===== src/rtl/alu_pkg.sv =====
// Shared opcode map, flag bundle and skid-buffer state encoding for the ALU result stage.
package alu_pkg;

    typedef logic [4:0] opcode_t;

    localparam opcode_t OP_ADD  = 5'd0;
    localparam opcode_t OP_SUB  = 5'd1;
    localparam opcode_t OP_MUL  = 5'd2;
    localparam opcode_t OP_DIV  = 5'd3;
    localparam opcode_t OP_AND  = 5'd4;
    localparam opcode_t OP_OR   = 5'd5;
    localparam opcode_t OP_XOR  = 5'd6;
    localparam opcode_t OP_NOR  = 5'd7;
    localparam opcode_t OP_NAND = 5'd8;
    localparam opcode_t OP_XNOR = 5'd9;
    localparam opcode_t OP_CMP  = 5'd10;
    localparam opcode_t OP_SLL  = 5'd11;
    localparam opcode_t OP_SRL  = 5'd12;
    localparam opcode_t OP_ROL  = 5'd13;
    localparam opcode_t OP_ROR  = 5'd14;

    typedef struct packed {
        logic n;
        logic z;
        logic c;
        logic v;
    } flags_t;

    typedef enum logic [1:0] {EMPTY, ONE, TWO} state_t;

    function automatic logic is_illegal_op(input opcode_t op);
        return op > OP_ROR;
    endfunction

    // Only add/sub produce meaningful ALU flags.
    function automatic logic is_flag_op(input opcode_t op);
        return (op == OP_ADD) || (op == OP_SUB);
    endfunction

endpackage


===== src/rtl/alu_result_stage_if.sv =====
// Handshake, payload and flag signals between the ALU, the result stage and writeback.
interface alu_result_stage_if
    import alu_pkg::*;
#(
    parameter int N    = 32,
    parameter int RD_W = 5
);
    logic            in_valid;
    logic            in_ready;
    opcode_t         in_opcode;
    logic [N-1:0]    in_result;
    logic            in_v;
    logic            in_c;
    logic            in_n;
    logic            in_z;
    logic [RD_W-1:0] in_rd;
    logic            out_valid;
    logic            out_ready;
    opcode_t         out_opcode;
    logic [N-1:0]    out_result;
    logic [RD_W-1:0] out_rd;
    logic            out_illegal;
    logic [3:0]      nzcv_q;
    logic            sticky_v;
    logic            clr_sticky;

    modport master (
        output in_valid, in_opcode, in_result, in_v, in_c, in_n, in_z, in_rd,
        output out_ready, clr_sticky,
        input  in_ready, out_valid, out_opcode, out_result, out_rd, out_illegal,
        input  nzcv_q, sticky_v
    );

    modport slave (
        input  in_valid, in_opcode, in_result, in_v, in_c, in_n, in_z, in_rd,
        input  out_ready, clr_sticky,
        output in_ready, out_valid, out_opcode, out_result, out_rd, out_illegal,
        output nzcv_q, sticky_v
    );
endinterface


===== src/rtl/alu_result_stage_skid_reg.sv =====
// Two-entry valid/ready skid buffer: main entry drives the output, skid entry absorbs one beat of backpressure.
module skid_reg
    import alu_pkg::*;
#(
    parameter int W = 8
) (
    input  logic         clk,
    input  logic         rst_n,
    input  logic         in_valid,
    output logic         in_ready,
    input  logic [W-1:0] in_data,
    output logic         out_valid,
    input  logic         out_ready,
    output logic [W-1:0] out_data
);
    state_t       state_q, state_d;
    logic [W-1:0] main_q, skid_q;
    logic         accept, drain;
    logic         load_main_in, load_main_skid, load_skid;

    // in_ready decodes the state flop only, so out_ready never reaches it combinationally.
    assign in_ready  = (state_q != TWO);
    assign out_valid = (state_q != EMPTY);
    assign out_data  = main_q;
    assign accept    = in_valid && in_ready;
    assign drain     = out_valid && out_ready;

    always_comb begin
        // NOTE: every output of this block gets a default first so no latch is inferred.
        state_d        = state_q;
        load_main_in   = 1'b0;
        load_main_skid = 1'b0;
        load_skid      = 1'b0;
        case (state_q)
            EMPTY: begin
                if (accept) begin
                    state_d      = ONE;
                    load_main_in = 1'b1;
                end
            end
            ONE: begin
                if (accept && drain) begin
                    load_main_in = 1'b1;
                end else if (accept) begin
                    state_d   = TWO;
                    load_skid = 1'b1;
                end else if (drain) begin
                    state_d = EMPTY;
                end
            end
            TWO: begin
                if (drain) begin
                    state_d        = ONE;
                    load_main_skid = 1'b1;
                end
            end
            default: state_d = EMPTY;
        endcase
    end

    // NOTE: sequential state uses non-blocking assignments only.
    always_ff @(posedge clk or negedge rst_n) begin
        if (!rst_n) state_q <= EMPTY;
        else        state_q <= state_d;
    end

    // NOTE: payload registers are reset too, because the output payload must read zero after reset.
    always_ff @(posedge clk or negedge rst_n) begin
        if (!rst_n) begin
            main_q <= '0;
            skid_q <= '0;
        end else begin
            if (load_main_in)        main_q <= in_data;
            else if (load_main_skid) main_q <= skid_q;
            if (load_skid)           skid_q <= in_data;
        end
    end

endmodule


===== src/rtl/alu_result_stage.sv =====
// Execute-to-writeback register stage with architectural NZCV commit on add/sub drains.
// Optional sticky overflow flag enabled by defining ALU_RESULT_STICKY_V_EN.
module alu_result_stage
    import alu_pkg::*;
#(
    parameter int N    = 32,
    parameter int RD_W = 5
) (
    input  logic                clk,
    input  logic                rst_n,
    alu_result_stage_if.slave   bus
);
    localparam int W = 5 + N + RD_W + 4;

    logic [W-1:0] in_data, out_data;
    flags_t       out_flags;
    flags_t       nzcv;
    logic         drain, commit;

    assign in_data = {bus.in_opcode, bus.in_result, bus.in_rd,
                      bus.in_n, bus.in_z, bus.in_c, bus.in_v};

    skid_reg #(.W(W)) u_skid (
        .clk       (clk),
        .rst_n     (rst_n),
        .in_valid  (bus.in_valid),
        .in_ready  (bus.in_ready),
        .in_data   (in_data),
        .out_valid (bus.out_valid),
        .out_ready (bus.out_ready),
        .out_data  (out_data)
    );

    assign {bus.out_opcode, bus.out_result, bus.out_rd, out_flags} = out_data;
    assign bus.out_illegal = is_illegal_op(bus.out_opcode);

    // Flags commit when the entry leaves the stage, so they stay in program order.
    assign drain  = bus.out_valid && bus.out_ready;
    assign commit = drain && is_flag_op(bus.out_opcode);

    always_ff @(posedge clk or negedge rst_n) begin
        if (!rst_n)      nzcv <= '0;
        else if (commit) nzcv <= out_flags;
    end

    assign bus.nzcv_q = nzcv;

`ifdef ALU_RESULT_STICKY_V_EN
    logic sticky_q;

    // A setting commit takes priority over a same-cycle clear.
    always_ff @(posedge clk or negedge rst_n) begin
        if (!rst_n)                     sticky_q <= 1'b0;
        else if (commit && out_flags.v) sticky_q <= 1'b1;
        else if (bus.clr_sticky)        sticky_q <= 1'b0;
    end

    assign bus.sticky_v = sticky_q;
`else
    logic unused_clr_sticky;

    assign unused_clr_sticky = bus.clr_sticky;
    assign bus.sticky_v      = 1'b0;
`endif

endmodule


===== src/flat_wrapper.sv =====
// flat-port wrapper written by rule: the top's interface ports become plain ports
module alu_result_stage_flat import alu_pkg::*;
#(
    parameter int N    = 32,
    parameter int RD_W = 5
)
  (clk, rst_n, bus_in_valid, bus_in_opcode, bus_in_result, bus_in_v, bus_in_c, bus_in_n, bus_in_z, bus_in_rd, bus_out_ready, bus_clr_sticky, bus_in_ready, bus_out_valid, bus_out_opcode, bus_out_result, bus_out_rd, bus_out_illegal, bus_nzcv_q, bus_sticky_v);
  alu_result_stage_if #(.N(N), .RD_W(RD_W)) bus_i ();
  input  logic clk;
  input  logic rst_n;
  input wire logic [$bits(bus_i.in_valid)-1:0] bus_in_valid;
  input wire logic [$bits(bus_i.in_opcode)-1:0] bus_in_opcode;
  input wire logic [$bits(bus_i.in_result)-1:0] bus_in_result;
  input wire logic [$bits(bus_i.in_v)-1:0] bus_in_v;
  input wire logic [$bits(bus_i.in_c)-1:0] bus_in_c;
  input wire logic [$bits(bus_i.in_n)-1:0] bus_in_n;
  input wire logic [$bits(bus_i.in_z)-1:0] bus_in_z;
  input wire logic [$bits(bus_i.in_rd)-1:0] bus_in_rd;
  input wire logic [$bits(bus_i.out_ready)-1:0] bus_out_ready;
  input wire logic [$bits(bus_i.clr_sticky)-1:0] bus_clr_sticky;
  output wire logic [$bits(bus_i.in_ready)-1:0] bus_in_ready;
  output wire logic [$bits(bus_i.out_valid)-1:0] bus_out_valid;
  output wire logic [$bits(bus_i.out_opcode)-1:0] bus_out_opcode;
  output wire logic [$bits(bus_i.out_result)-1:0] bus_out_result;
  output wire logic [$bits(bus_i.out_rd)-1:0] bus_out_rd;
  output wire logic [$bits(bus_i.out_illegal)-1:0] bus_out_illegal;
  output wire logic [$bits(bus_i.nzcv_q)-1:0] bus_nzcv_q;
  output wire logic [$bits(bus_i.sticky_v)-1:0] bus_sticky_v;
  assign bus_i.in_valid = bus_in_valid;
  assign bus_i.in_opcode = bus_in_opcode;
  assign bus_i.in_result = bus_in_result;
  assign bus_i.in_v = bus_in_v;
  assign bus_i.in_c = bus_in_c;
  assign bus_i.in_n = bus_in_n;
  assign bus_i.in_z = bus_in_z;
  assign bus_i.in_rd = bus_in_rd;
  assign bus_i.out_ready = bus_out_ready;
  assign bus_i.clr_sticky = bus_clr_sticky;
  assign bus_in_ready = bus_i.in_ready;
  assign bus_out_valid = bus_i.out_valid;
  assign bus_out_opcode = bus_i.out_opcode;
  assign bus_out_result = bus_i.out_result;
  assign bus_out_rd = bus_i.out_rd;
  assign bus_out_illegal = bus_i.out_illegal;
  assign bus_nzcv_q = bus_i.nzcv_q;
  assign bus_sticky_v = bus_i.sticky_v;
  alu_result_stage #(.N(N), .RD_W(RD_W)) u_core (.clk(clk), .rst_n(rst_n), .bus(bus_i));
endmodule

===== config.mk =====
export PLATFORM = sky130hd
export DESIGN_NAME = alu_result_stage_flat
export DESIGN_NICKNAME = d
export VERILOG_FILES = /design/src/rtl/alu_pkg.sv /design/src/rtl/alu_result_stage_if.sv /design/src/rtl/alu_result_stage_skid_reg.sv /design/src/rtl/alu_result_stage.sv /design/src/flat_wrapper.sv
export SDC_FILE = /design/constraint.sdc
export NUM_CORES = 1
export LEC_CHECK = 0
export CORE_MARGIN = 8
export CORE_UTILIZATION = 48
export CTS_BUF_LIST = sky130_fd_sc_hd__clkbuf_8
export CTS_CLUSTER_DIAMETER = 150
export DETAILED_ROUTE_END_ITERATION = 16
export PLACE_DENSITY = 0.76
export RECOVER_POWER = 50
export REMOVE_ABC_BUFFERS = 1
export SLEW_MARGIN = 20
export SYNTH_ARGS = -nofsm -noshare
export SYNTH_HDL_FRONTEND = slang
export SYNTH_SLANG_ARGS = --single-unit

===== constraint.sdc =====
create_clock -name clk -period 2.2 [get_ports clk]
set_clock_uncertainty 0.15 [all_clocks]
set_input_delay 0.33 -clock clk [delete_from_list [all_inputs] [get_ports clk]]
set_output_delay 0.33 -clock clk [all_outputs]
set_load 0.05 [all_outputs]

# After elaboration in Yosys (flattened, before gate mapping)

Cells that the tools add are included.

Latch bits: 0
Memory bits (read-only): 0
Logic and storage cells: 41
Memories kept: 0
Flip-flop bits (word level): 98
Bits in writable memories: 0
Input port bits: 51
Output and inout port bits: 50

Reductions and logical operators: 10
Mux-type cells: 15
Magnitude comparators: 1
Equality and inequality tests: 8
Divide/modulo/power cells: 0
Bitwise operators: 0
Shifts and indexed selects: 0
Multipliers: 0
Add/subtract/negate cells: 0

Operators by type and width:

| operator                                               | count |
|---|---|
| 2-to-1 mux 46 bit                                      | 2 |
| 2-to-1 mux 2 bit                                       | 5 |
| 2-to-1 mux 1 bit                                       | 6 |
| inequality test 2 bit (second input constant)          | 3 |
| case mux 2 bit (3 select lines)                        | 1 |
| == test 5 x 1 -> 1 bit (second input constant)         | 1 |
| > comparator 5 x 4 -> 1 bit (second input constant)    | 1 |
| logical NOT 5 bit                                      | 1 |
| logical AND 1 bit                                      | 4 |
| AND reduction 4 bit                                    | 1 |
| nonzero test 2 bit                                     | 2 |
| inequality test 3 x 2 -> 1 bit (second input constant) | 1 |
| == test 2 x 1 -> 1 bit (second input constant)         | 1 |
| == test 2 bit (second input constant)                  | 1 |
| logical NOT 2 bit                                      | 1 |
| inequality test 2 x 1 -> 1 bit (second input constant) | 1 |
| case mux 1 bit (2 select lines)                        | 1 |
| logical OR 1 bit                                       | 1 |

# Logic depth before layout (Yosys ltp)

Gate-level depths: netlist (run 1).

Word-level depth: 6
Gate-level depth with buffers: 5
Gate-level depth less buffers: 3

# Cells and area by module

From an unflattened synthesis (run 1), not the netlist that was laid out.

Cells, all modules: 278
Area, all modules: 4189.0 um2

Modules (own cells, without submodules):

| module           | seq. area each (um2) | cells an instance | instances | area each (um2) |
|---|---|---|---|---|
| skid_reg         | 2352.3               | 264               | 1         | 3982.6 |
| alu_result_stage | 100.1                | 14                | 1         | 206.4 |

# Least setup slack after synthesis (run 1)

No wires, ideal clock.

Path type: register -> register
Start point: register u_core.u_skid.state_q[1]
End point: register u_core.u_skid.skid_q[16]
Data required time: 1.925 ns
Setup slack: 0.550 ns
Clock period less this slack: 1.650 ns
Cell stages (with the launch flop): 6
Data arrival time: 1.375 ns
Library setup time: 0.125 ns
Path buffers: 2
Cell sequence: dfrtp_1 nand2b_4 nor3b_2 buf_6 buf_12 mux2_4

Cells in the longest elaborated chain, start to end: 5
Elaborated cells on any way between the ends: 9
Those cells by class: 2 x eq/ne; 3 x mux; 4 x reduce/logical

Ends and longest elaborated chain:

| item                                                        | RTL line                                                         | source |
|---|---|---|
| start: declaration                                          | alu_result_stage_skid_reg.sv:16                                  | `state_t state_q, state_d;` |
| start signal: assignment                                    | alu_result_stage_skid_reg.sv:64                                  | `else state_q <= state_d;` |
| inequality test 2 bit or nonzero test 2 bit (tied branches) | alu_result_stage_skid_reg.sv:22, alu_result_stage_skid_reg.sv:23 |  |
| logical AND 1 bit (on tied branches)                        | alu_result_stage_skid_reg.sv:25, alu_result_stage_skid_reg.sv:26 |  |
| 2-to-1 mux 1 bit or logical AND 1 bit (tied branches)       | alu_result_stage_skid_reg.sv:44, alu_result_stage_skid_reg.sv:42 |  |
| 2-to-1 mux 1 bit                                            | alu_result_stage_skid_reg.sv:42                                  | `if (accept && drain) begin` |
| 2-to-1 mux 1 bit *                                          | alu_result_stage_skid_reg.sv:34                                  | `case (state_q)` |
| end signal: assignment                                      | alu_result_stage_skid_reg.sv:75                                  | `if (load_skid) skid_q <= in_data;` |
| end: declaration                                            | alu_result_stage_skid_reg.sv:17                                  | `logic [W-1:0] main_q, skid_q;` |

Every way passes the cells marked *; elsewhere a longest branch is shown, timed or not.
A chain may end at the register's enable or synchronous reset.

# Final worst setup path (run 1)

Start point: register u_core.u_skid.main_q[44] (netlist: u_core.u_skid.out_data[44])
End point: output bus_out_opcode[3]

RTL lines:

| item                     | RTL line                        | source |
|---|---|---|
| start: declaration       | alu_result_stage_skid_reg.sv:17 |  |
| start signal: assignment | alu_result_stage_skid_reg.sv:73 | `if (load_main_in) main_q <= in_data;` |
| start signal: assignment | alu_result_stage_skid_reg.sv:74 | `else if (load_main_skid) main_q <= skid_q;` |
| end: declaration         | flat_wrapper.sv:23              | `output wire logic [$bits(bus_i.out_opcode)-1:0] bus_out_opcode;` |

No word-level cell between the ends.

==> results.toml, run 1 <==
[worst_setup_path]
crit_family = "buffers and inverters"
cpMaxStageDelayCell = "clkdlybuf4s50_1"
timing.critical_path.buf_inv = 1
endpoint_kind = "output pin"
reg2reg_slack_ps = 160
startpoint_type = "flop"
cpPeakStageDelay_ps = 830
critPathRequiredTime_ps = 1720
crit_arrival_ps = 1600
crit_chain = "clkdlybuf4s50_1"
worstSetupPathType = "reg -> out"
worst-path-max-fanout = 4

[placement]
globalplace.congestion = 0.751
io_buffers = 98
dp_hpwl_microns = 7340
dp.cells = 597
placed_cell_area_sq_mm = 0.00548

[clock_tree]
root_buffer = "clkbuf_8"
cts_buffer_depth = 2
cts_sinks = 98
h-tree-depth = 3
cts_tree = "done"
numCtsBuffers = 9
post-cts-setup-buffers = 0
insertion_delay_ps = 350
clk_pin_slew_ps = 100

[timing]
slew_headroom = 0.183
fmax_ghz = 0.480
rsz0062_at_grt = "false"
slew_viol_final = 0
setup_viol = 0
worstMarginPinSlew_ps = 1230
hold_viol = 0
fin_crit_sh = 0.947
holdWs_ps = 363
fin_crit_ps = 2080

[synthesis]
mappedNetlistArea_sq_mm = 0.00462
synth_top_area_cell = "dfrtp_1"
yosysUniqueCellTypes = 26
yosysSeqAreaShare = 0.530
synth_most_common_cell = "dfrtp_1"
ys_top_cells_by_area = "dfrtp_1 (53%), mux2_4 (9.4%), nand2_1 (7.5%)"
synth-edff-count = 0
ys_ff_latch = 98
async_flop_share = 1.00
yosysWarningCount = 0
synthFlopType = "dfrtp_1"
synthCells = 420
avgSynthCellArea_sq_um = 11.0
yosys.area.top_type_share = 0.530
ys_top_cells_by_count = "dfrtp_1 (98), nand2_1 (92), nor3_1 (47), a31oi_1 (46), buf_4 (45)"

[grt]
grt_pass1_wl_microns = 17800
grt.total_usage = 0.170
grt_pass1_vias = 3473
antenna_found_initial = 0
grt_max_degree = 57
grt-ovfl-total = 0

[pwr]
p_int_mw = 4.45
p_per_area_mw_per_mm2 = 1300
seq_power_share = 0.408
p_sw_frac = 0.396
ir_drop_uv = 564
power.switching_mw = 2.91
p_comb_frac = 0.433
p_leak_nw = 2.40
p_clk_frac = 0.160

[run]
max_cap_violations = 0

[final_layout]
final_area_sq_mm = 0.00564
n_antenna_cell = 0
syn2layout_area_growth_pct = 22.0
final_cells = 614
fillers = 843
layout-drive-gt1-share = 0.173
final_nets = 527

[floorplanning]
boundaryPins = 101
core_sq_mm = 0.00955
row_count = 36
die_w_microns = 114
start_util = 0.484
die_y_microns = 114
die_area_sq_mm = 0.0130

[route]
viasPerCell = 5.34
firstDrtPassIters = 4
drc = 0
drt_iter0_drc = 188
ant_nets = 0
vias = 3278
wirelength_microns = 10800
detail_route.wl_per_cell_microns = 17.5

[run_status]
status = "completed"

[min_path]
min_path_type = "reg -> reg"
cell usage in the layout (no fill, tap or decap), types with 2 or more instances in the layout:
cell,count
a31oi_1,46
buf_4,7
mux2_1,2
nand2b_1,2
mux2_2,21
clkinv_4,3
clkbuf_8,10
or2_2,2
nand2_1,92
mux2_4,27
clkbuf_2,3
buf_12,6
dfrtp_1,98
nor3_1,47
clkdlybuf4s50_1,94
clkbuf_1,5
dlygate4sd2_1,2
state kept, by name, indices dropped and copies added (netlist names):
| register | count |
|---|---|
| u_core.u_skid.out_data | 46 |
| u_core.u_skid.skid_q | 46 |
| u_core.bus.nzcv_q | 4 |
| u_core.u_skid.state_q | 2 |
per-layer routing:
metal / GRT usage / wire, microns
met1: 0.217 / 4740
met5: 0 / 0
met4: 0.0461 / 127
met3: 0.0501 / 713
met2: 0.277 / 5180
cell type report:
| type | instances | area, sq um | area share |
|---|---|---|---|
| flip-flops and latches | 98 | 2450 | 0.435 |
| multi-input cells | 249 | 1640 | 0.291 |
| repair buffers | 118 | 1170 | 0.208 |
| well taps | 133 | 166 | 0.0295 |
| clock buffers | 10 | 138 | 0.0244 |
| clock inverters | 6 | 67.6 | 0.0120 |
power by group through the flow:
stage	combinational, mW	clock [mW]	sequential (mW)
after floorplan	1.15	0	3.94
after global placement	3.20	0	2.97
after detailed placement	3.26	0	3.02
after CTS	3.26	1.20	3.00
after global routing	3.37	1.28	3.09
final	3.18	1.18	3.00
what timing repair did:
item,CTS,global route
setup endpoints to repair,2,0
gates resized for setup,2,0
hold buffers,1,0
endpoints found under the hold margin,19,0
logic make-up after synthesis:
group / Yosys count / share of synthesized area
AND/OR/NAND/NOR: 148 / 0.142
flip-flops: 98 / 0.530
buffers and inverters: 73 / 0.112
multiplexers: 50 / 0.145
AO/OA/AOI/OAI: 49 / 0.0671
XOR/XNOR: 1 / 0.00189
other: 1 / 0.000811
path summary, 6_finish.rpt:
path                                            startpoint                    endpoint  cells past startpoint
worst max register to register    u_core.u_skid.state_q[1]     u_core.u_skid.skid_q[8]                      5
worst max-delay path            u_core.u_skid.out_data[44]           bus_out_opcode[3]                      1
worst min register to register    u_core.u_skid.skid_q[34]    u_core.u_skid.skid_q[34]                      1
min in group asynchronous                            rst_n    u_core.u_skid.skid_q[37]                      2
worst min-delay path              u_core.u_skid.skid_q[34]    u_core.u_skid.skid_q[34]                      1
max in group asynchronous                            rst_n  u_core.u_skid.out_data[31]                      3
stage by stage:
stage	utilization	worst slack (ps)	total power, mW	setup TNS [ps]
floorplan	-	-1830	5.10	-138840
global placement	0.574	45.2	6.17	0
detailed placement	0.574	34.3	6.28	0
CTS	0.596	97.1	7.46	0
global route	0.591	33.8	7.74	0
finish	0.591	117	7.36	0
Power figures use the tool's default switching activity.
==> inputs of run 2 (changes only) <==
Settings changed: ABC_AREA set to 1, PLACE_DENSITY 0.76 to 0.75, SKIP_CTS_REPAIR_TIMING set to 1.
==> run 2 against run 1 <==
Final area rose by 4.6%. Synthesized cell count rose by 49%. Register-to-register slack improved by 260 ps. Wire length rose by 1.3%. Core utilization fell by 1.1 points. Sequential power fell by 11%. Sequential cell count did not move. Via count rose by 23%. Critical path depth did not move. Critical path type unchanged. Critical endpoint is now bus_out_opcode[2]. Largest cell class unchanged. Highest routed layer unchanged.
==> results.toml, run 2 <==
[clock_tree]
insertion_delay_ps = 360
numCtsBuffers = 9
h-tree-depth = 3
cts_buffer_depth = 2
root_buffer = "clkbuf_8"
cts_sinks = 98
clk_pin_slew_ps = 80
cts_tree = "done"

[pwr]
power_mw = 6.23
seq_power_share = 0.427
ir_drop_uv = 574
p_clk_frac = 0.163
p_sw_frac = 0.413
p_int_mw = 3.66
p_per_area_mw_per_mm2 = 1060
p_comb_frac = 0.410
p_leak_nw = 2.98
power.switching_mw = 2.57

[worst_setup_path]
cpPeakStageDelay_ps = 840
endpoint_kind = "output pin"
cp-startpoint = "u_core.u_skid.out_data[43]"
crit_family = "buffers and inverters"
worst-path-max-fanout = 4
reg2reg_slack_ps = 420
cpMaxStageDelayCell = "clkdlybuf4s50_1"
r2r-start = "u_core.u_skid.state_q[1]"
crit_arrival_ps = 1610
critPathRequiredTime_ps = 1720
r2r_end = "u_core.u_skid.out_data[35]"
reg2reg_depth = 6
startpoint_type = "flop"
worstSetupPathType = "reg -> out"
crit_chain = "clkdlybuf4s50_1"
timing.critical_path.buf_inv = 1

[route]
firstDrtPassIters = 5
wirelength_microns = 10900
ant_nets = 0
viasPerCell = 4.97
detail_route.wl_per_cell_microns = 13.5
drc = 0
vias = 4016
drt_iter0_drc = 331

[grt]
grt_pass1_vias = 4091
met2_usage = 0.261
grt_busiest_layer = "met2"
grt_pass1_wl_microns = 19200
grt-ovfl-total = 0
grt_max_degree = 69
use_met3 = 0.0384
grt.total_usage = 0.164
antenna_found_initial = 0
met1_usage = 0.209

[placement]
globalplace.congestion = 0.791
io_buffers = 98
dp.cells = 791
dp_hpwl_microns = 7280

[final_layout]
final_cell_mix = "nand2_1 (149), nand3_1 (102), dfrtp_1 (98)"
layout-drive-gt1-share = 0.0506
final_nets = 718
final_util = 0.579
final_cells = 808
n_antenna_cell = 0
regArea_sq_mm = 0.00245
final_common_cell = "nand2_1"
syn2layout_area_growth_pct = 19.1
multi_input_area_sq_mm = 0.00162
fillers = 919

[timing]
slew_headroom = 0.481
setup_viol = 0
fin_tns_setup_ps = 0
fmax_ghz = 0.479
worstMarginPinSlew_ps = 779
rsz0062_at_grt = "false"
fin_crit_ps = 2090
holdWs_ps = 332
slew_viol_final = 0
fin_crit_sh = 0.949
hold_viol = 0

[floorplanning]
boundaryPins = 101
die_area_sq_mm = 0.0138
row_count = 37
die_w_microns = 118
die_y_microns = 118
core_sq_mm = 0.0102
start_util = 0.486

[min_path]
min_delay_path_depth = 2
min_path_type = "reg -> reg"
whs_endpoint = "u_core.bus.nzcv_q[1]"
hp-start = "u_core.bus.nzcv_q[1]"

[synthesis]
yosys.area.top_type_share = 0.495
synth_most_common_cell = "nand2_1"
async_flop_share = 1.00
yosysSeqAreaShare = 0.495
ys_top_cells_by_area = "dfrtp_1 (49%), nand2_1 (11%), nand3_1 (10%)"
synth-edff-count = 0
synthCells = 625
synthFlopType = "dfrtp_1"
mappedNetlistArea_sq_mm = 0.00495
yosysWarningCount = 0
yosysUniqueCellTypes = 22
ys_top_cells_by_count = "nand2_1 (148), nand3_1 (102), dfrtp_1 (98), inv_1 (92), buf_4 (55)"
synth_top_area_cell = "dfrtp_1"
avgSynthCellArea_sq_um = 7.93
ys_ff_latch = 98

[run_status]
status = "completed"

[run]
max_cap_violations = 0
## run 2: area by class of cell
class                   instances  share of cell area
repair buffers                112               0.194
multi-input cells             352               0.274
clock buffers                  10              0.0233
well taps                     136              0.0288
flip-flops and latches         98               0.416
inverters                      94              0.0598
clock inverters                 6             0.00467
## run 2: how the worst max path moves through the flow
stage | endpoint | cells after the start
global placement | u_core.u_skid.state_q[1] | 7
floorplan | u_core.u_skid.out_data[0] | 4
finish | bus_out_opcode[2] | 1
CTS | bus_out_opcode[2] | 1
global route | u_core.u_skid.out_data[14] | 7
detailed placement | u_core.u_skid.state_q[1] | 7
## run 2: power groups by stage
stage | clock network [mW] | logic [mW] | registers [mW]
after floorplan | 0 | 0.827 | 3.48
after global placement | 0 | 2.54 | 2.67
after detailed placement | 0 | 2.59 | 2.70
after CTS | 1.05 | 2.60 | 2.66
after global routing | 1.12 | 2.80 | 2.73
final | 1.01 | 2.56 | 2.66
## run 2: stage by stage
step	worst slack, ps	cell area [sq um]
6_report	113	5900
5_1_grt	39.2	5900
4_1_cts	80.8	5910
3_5_place_dp	136	5750
3_3_place_gp	177	5750
2_1_floorplan	65.1	4420
## run 2: metal layers
metal	routed length, microns	share of wire
met5	0	0
met4	181	0.017
met3	591	0.054
met2	5090	0.47
met1	5040	0.46
## run 2: cells by family after synthesis
| family | Yosys count | synth area share |
|---|---|---|
| buffers and inverters | 175 | 0.180 |
| other | 1 | 0.000757 |
| DFF | 98 | 0.495 |
| and+or+nand+nor | 261 | 0.233 |
| AOI/OAI and AO/OA | 90 | 0.0914 |
==> inputs of run 3 (changes only) <==
Settings changed: PLACE_DENSITY 0.75 to 0.78.
Clock period 2.2 ns to 1.9 ns, I/O delays scaled along.
==> run 3 against run 2 <==
Power rose by 16%. Non-clock buffer count rose by 5. Wire length fell by 0.11%. Worst setup slack improved by 38 ps. Register-to-register slack got worse by 60 ps. Sequential share of layout area rose by 0.55 points. Global-route usage fell by 0.44 points. Sequential cell count did not move. Critical path type unchanged.
==> results.toml, run 3 (synthesized netlist as in run 2, its figures left out) <==
[timing]
slew_viol_final = 0
worstMarginPinSlew_ps = 903
fin_crit_sh = 0.921
fin_crit_ps = 1750
rsz0062_at_grt = "false"
setup_viol = 0
fmax_ghz = 0.572
hold_viol = 0
fin_tns_setup_ps = 0
slew_headroom = 0.398

[pwr]
p_leak_nw = 3.01
p_int_mw = 4.20
p_per_area_mw_per_mm2 = 1240
ir_drop_uv = 605
seq_power_share = 0.429
power.switching_mw = 3.03
p_comb_frac = 0.389
p_sw_frac = 0.419
p_clk_frac = 0.182

[placement]
dp_hpwl_microns = 7310
dp.cells = 796
io_buffers = 98
globalplace.congestion = 0.762

[run]
max_cap_violations = 0

[clock_tree]
insertion_delay_ps = 370
clk_pin_slew_ps = 90
numCtsBuffers = 9
cts_sinks = 98
root_buffer = "clkbuf_8"
cts_buffer_depth = 2
cts_tree = "done"
h-tree-depth = 3

[worst_setup_path]
endpoint_kind = "output pin"
worstSetupPathType = "reg -> out"
crit_arrival_ps = 1310
reg2reg_depth = 5
startpoint_type = "flop"
worst-path-max-fanout = 7
critPathRequiredTime_ps = 1460

[route]
wl_met2_microns = 5210
top_layer_used = "met4"
viasPerCell = 4.93
wl_met1_microns = 5110
vias = 4012
drt_iter0_drc = 241
wirelength_microns = 10900
wl_met3_microns = 476
drc = 0
detail_route.wl_per_cell_microns = 13.4
ant_nets = 0
firstDrtPassIters = 7

[final_layout]
final_nets = 723
final_cells = 813
final_common_cell = "nand2_1"
syn2layout_area_growth_pct = 17.5
final_cell_mix = "nand2_1 (149), nand3_1 (102), dfrtp_1 (98)"
n_antenna_cell = 0
layout-drive-gt1-share = 0.105

[run_status]
status = "completed"

[grt]
grt_max_degree = 99
grt.total_usage = 0.159
antenna_found_initial = 0
grt-ovfl-total = 0
grt_pass1_vias = 4158
grt_pass1_wl_microns = 18800

[min_path]
min_path_type = "reg -> reg"
min_delay_path_depth = 2

[floorplanning]
core_sq_mm = 0.0102
die_area_sq_mm = 0.0138
start_util = 0.486
row_count = 37
die_y_microns = 118
die_w_microns = 118
boundaryPins = 101
-- run 3: cell types whose count changed in the layout (fill, tap and decap cells not counted), moves of 2 or more --
cell,previous run,this run
buf_4,6,40
inv_1,96,94
clkinv_2,1,4
clkbuf_1,0,17
clkbuf_2,4,0
buf_12,6,9
clkdlybuf4s50_1,93,47
-- run 3: area by class of cell --
class,count,area (sq um)
Fill cell,934,4360
Sequential cell,98,2450
Multi-Input combinational cell,352,1610
Timing Repair Buffer,117,1050
Inverter,94,353
Tap cell,136,170
Clock buffer,9,124
Clock inverter,7,61.3
-- run 3: critical path, cell delays in order (launching register included) --
cell and delay [ps]:
dfrtp_1 510, nor2_1 200, inv_1 90, buf_12 150
-- run 3: path summary, 6_finish.rpt --
kind                                           from                          to  slack (ps)
min                            u_core.bus.nzcv_q[1]        u_core.bus.nzcv_q[1]         330
max reg2reg                u_core.u_skid.state_q[1]  u_core.u_skid.out_data[39]         360
min in group asynchronous                     rst_n  u_core.u_skid.out_data[11]         490
max in group asynchronous                     rst_n     u_core.u_skid.skid_q[3]         450
max                        u_core.u_skid.state_q[1]               bus_out_valid         150
min reg2reg                    u_core.bus.nzcv_q[1]        u_core.bus.nzcv_q[1]         330
-- run 3: metal layers --
layer	GRT usage	up-vias
met5	0	-
met1	0.197	1903
met3	0.0350	6
met4	0.0616	0
li1	-	2001
met2	0.266	102
-- run 3: metrics by stage --
step	util	total power [mW]	instance area (sq um)	setup WS, ps	hold slack [ps]
after floorplan	-	4.99	4420	-235	-161
after global placement	0.560	5.99	5700	93.7	233
after detailed placement	0.560	6.08	5700	61.2	241
after CTS	0.578	7.41	5890	127	-164
after global routing	0.572	7.68	5820	69.5	345
final	0.572	7.23	5820	151	326
-- run 3: power by group through the flow --
stage               logic [mW]  registers [mW]  clock network (mW)
floorplan                0.958            4.03                   0
finish                    2.81            3.10                1.32
detailed placement        2.95            3.14                   0
global route              3.08            3.17                1.43
CTS                       2.95            3.10                1.35
global placement          2.89            3.10                   0
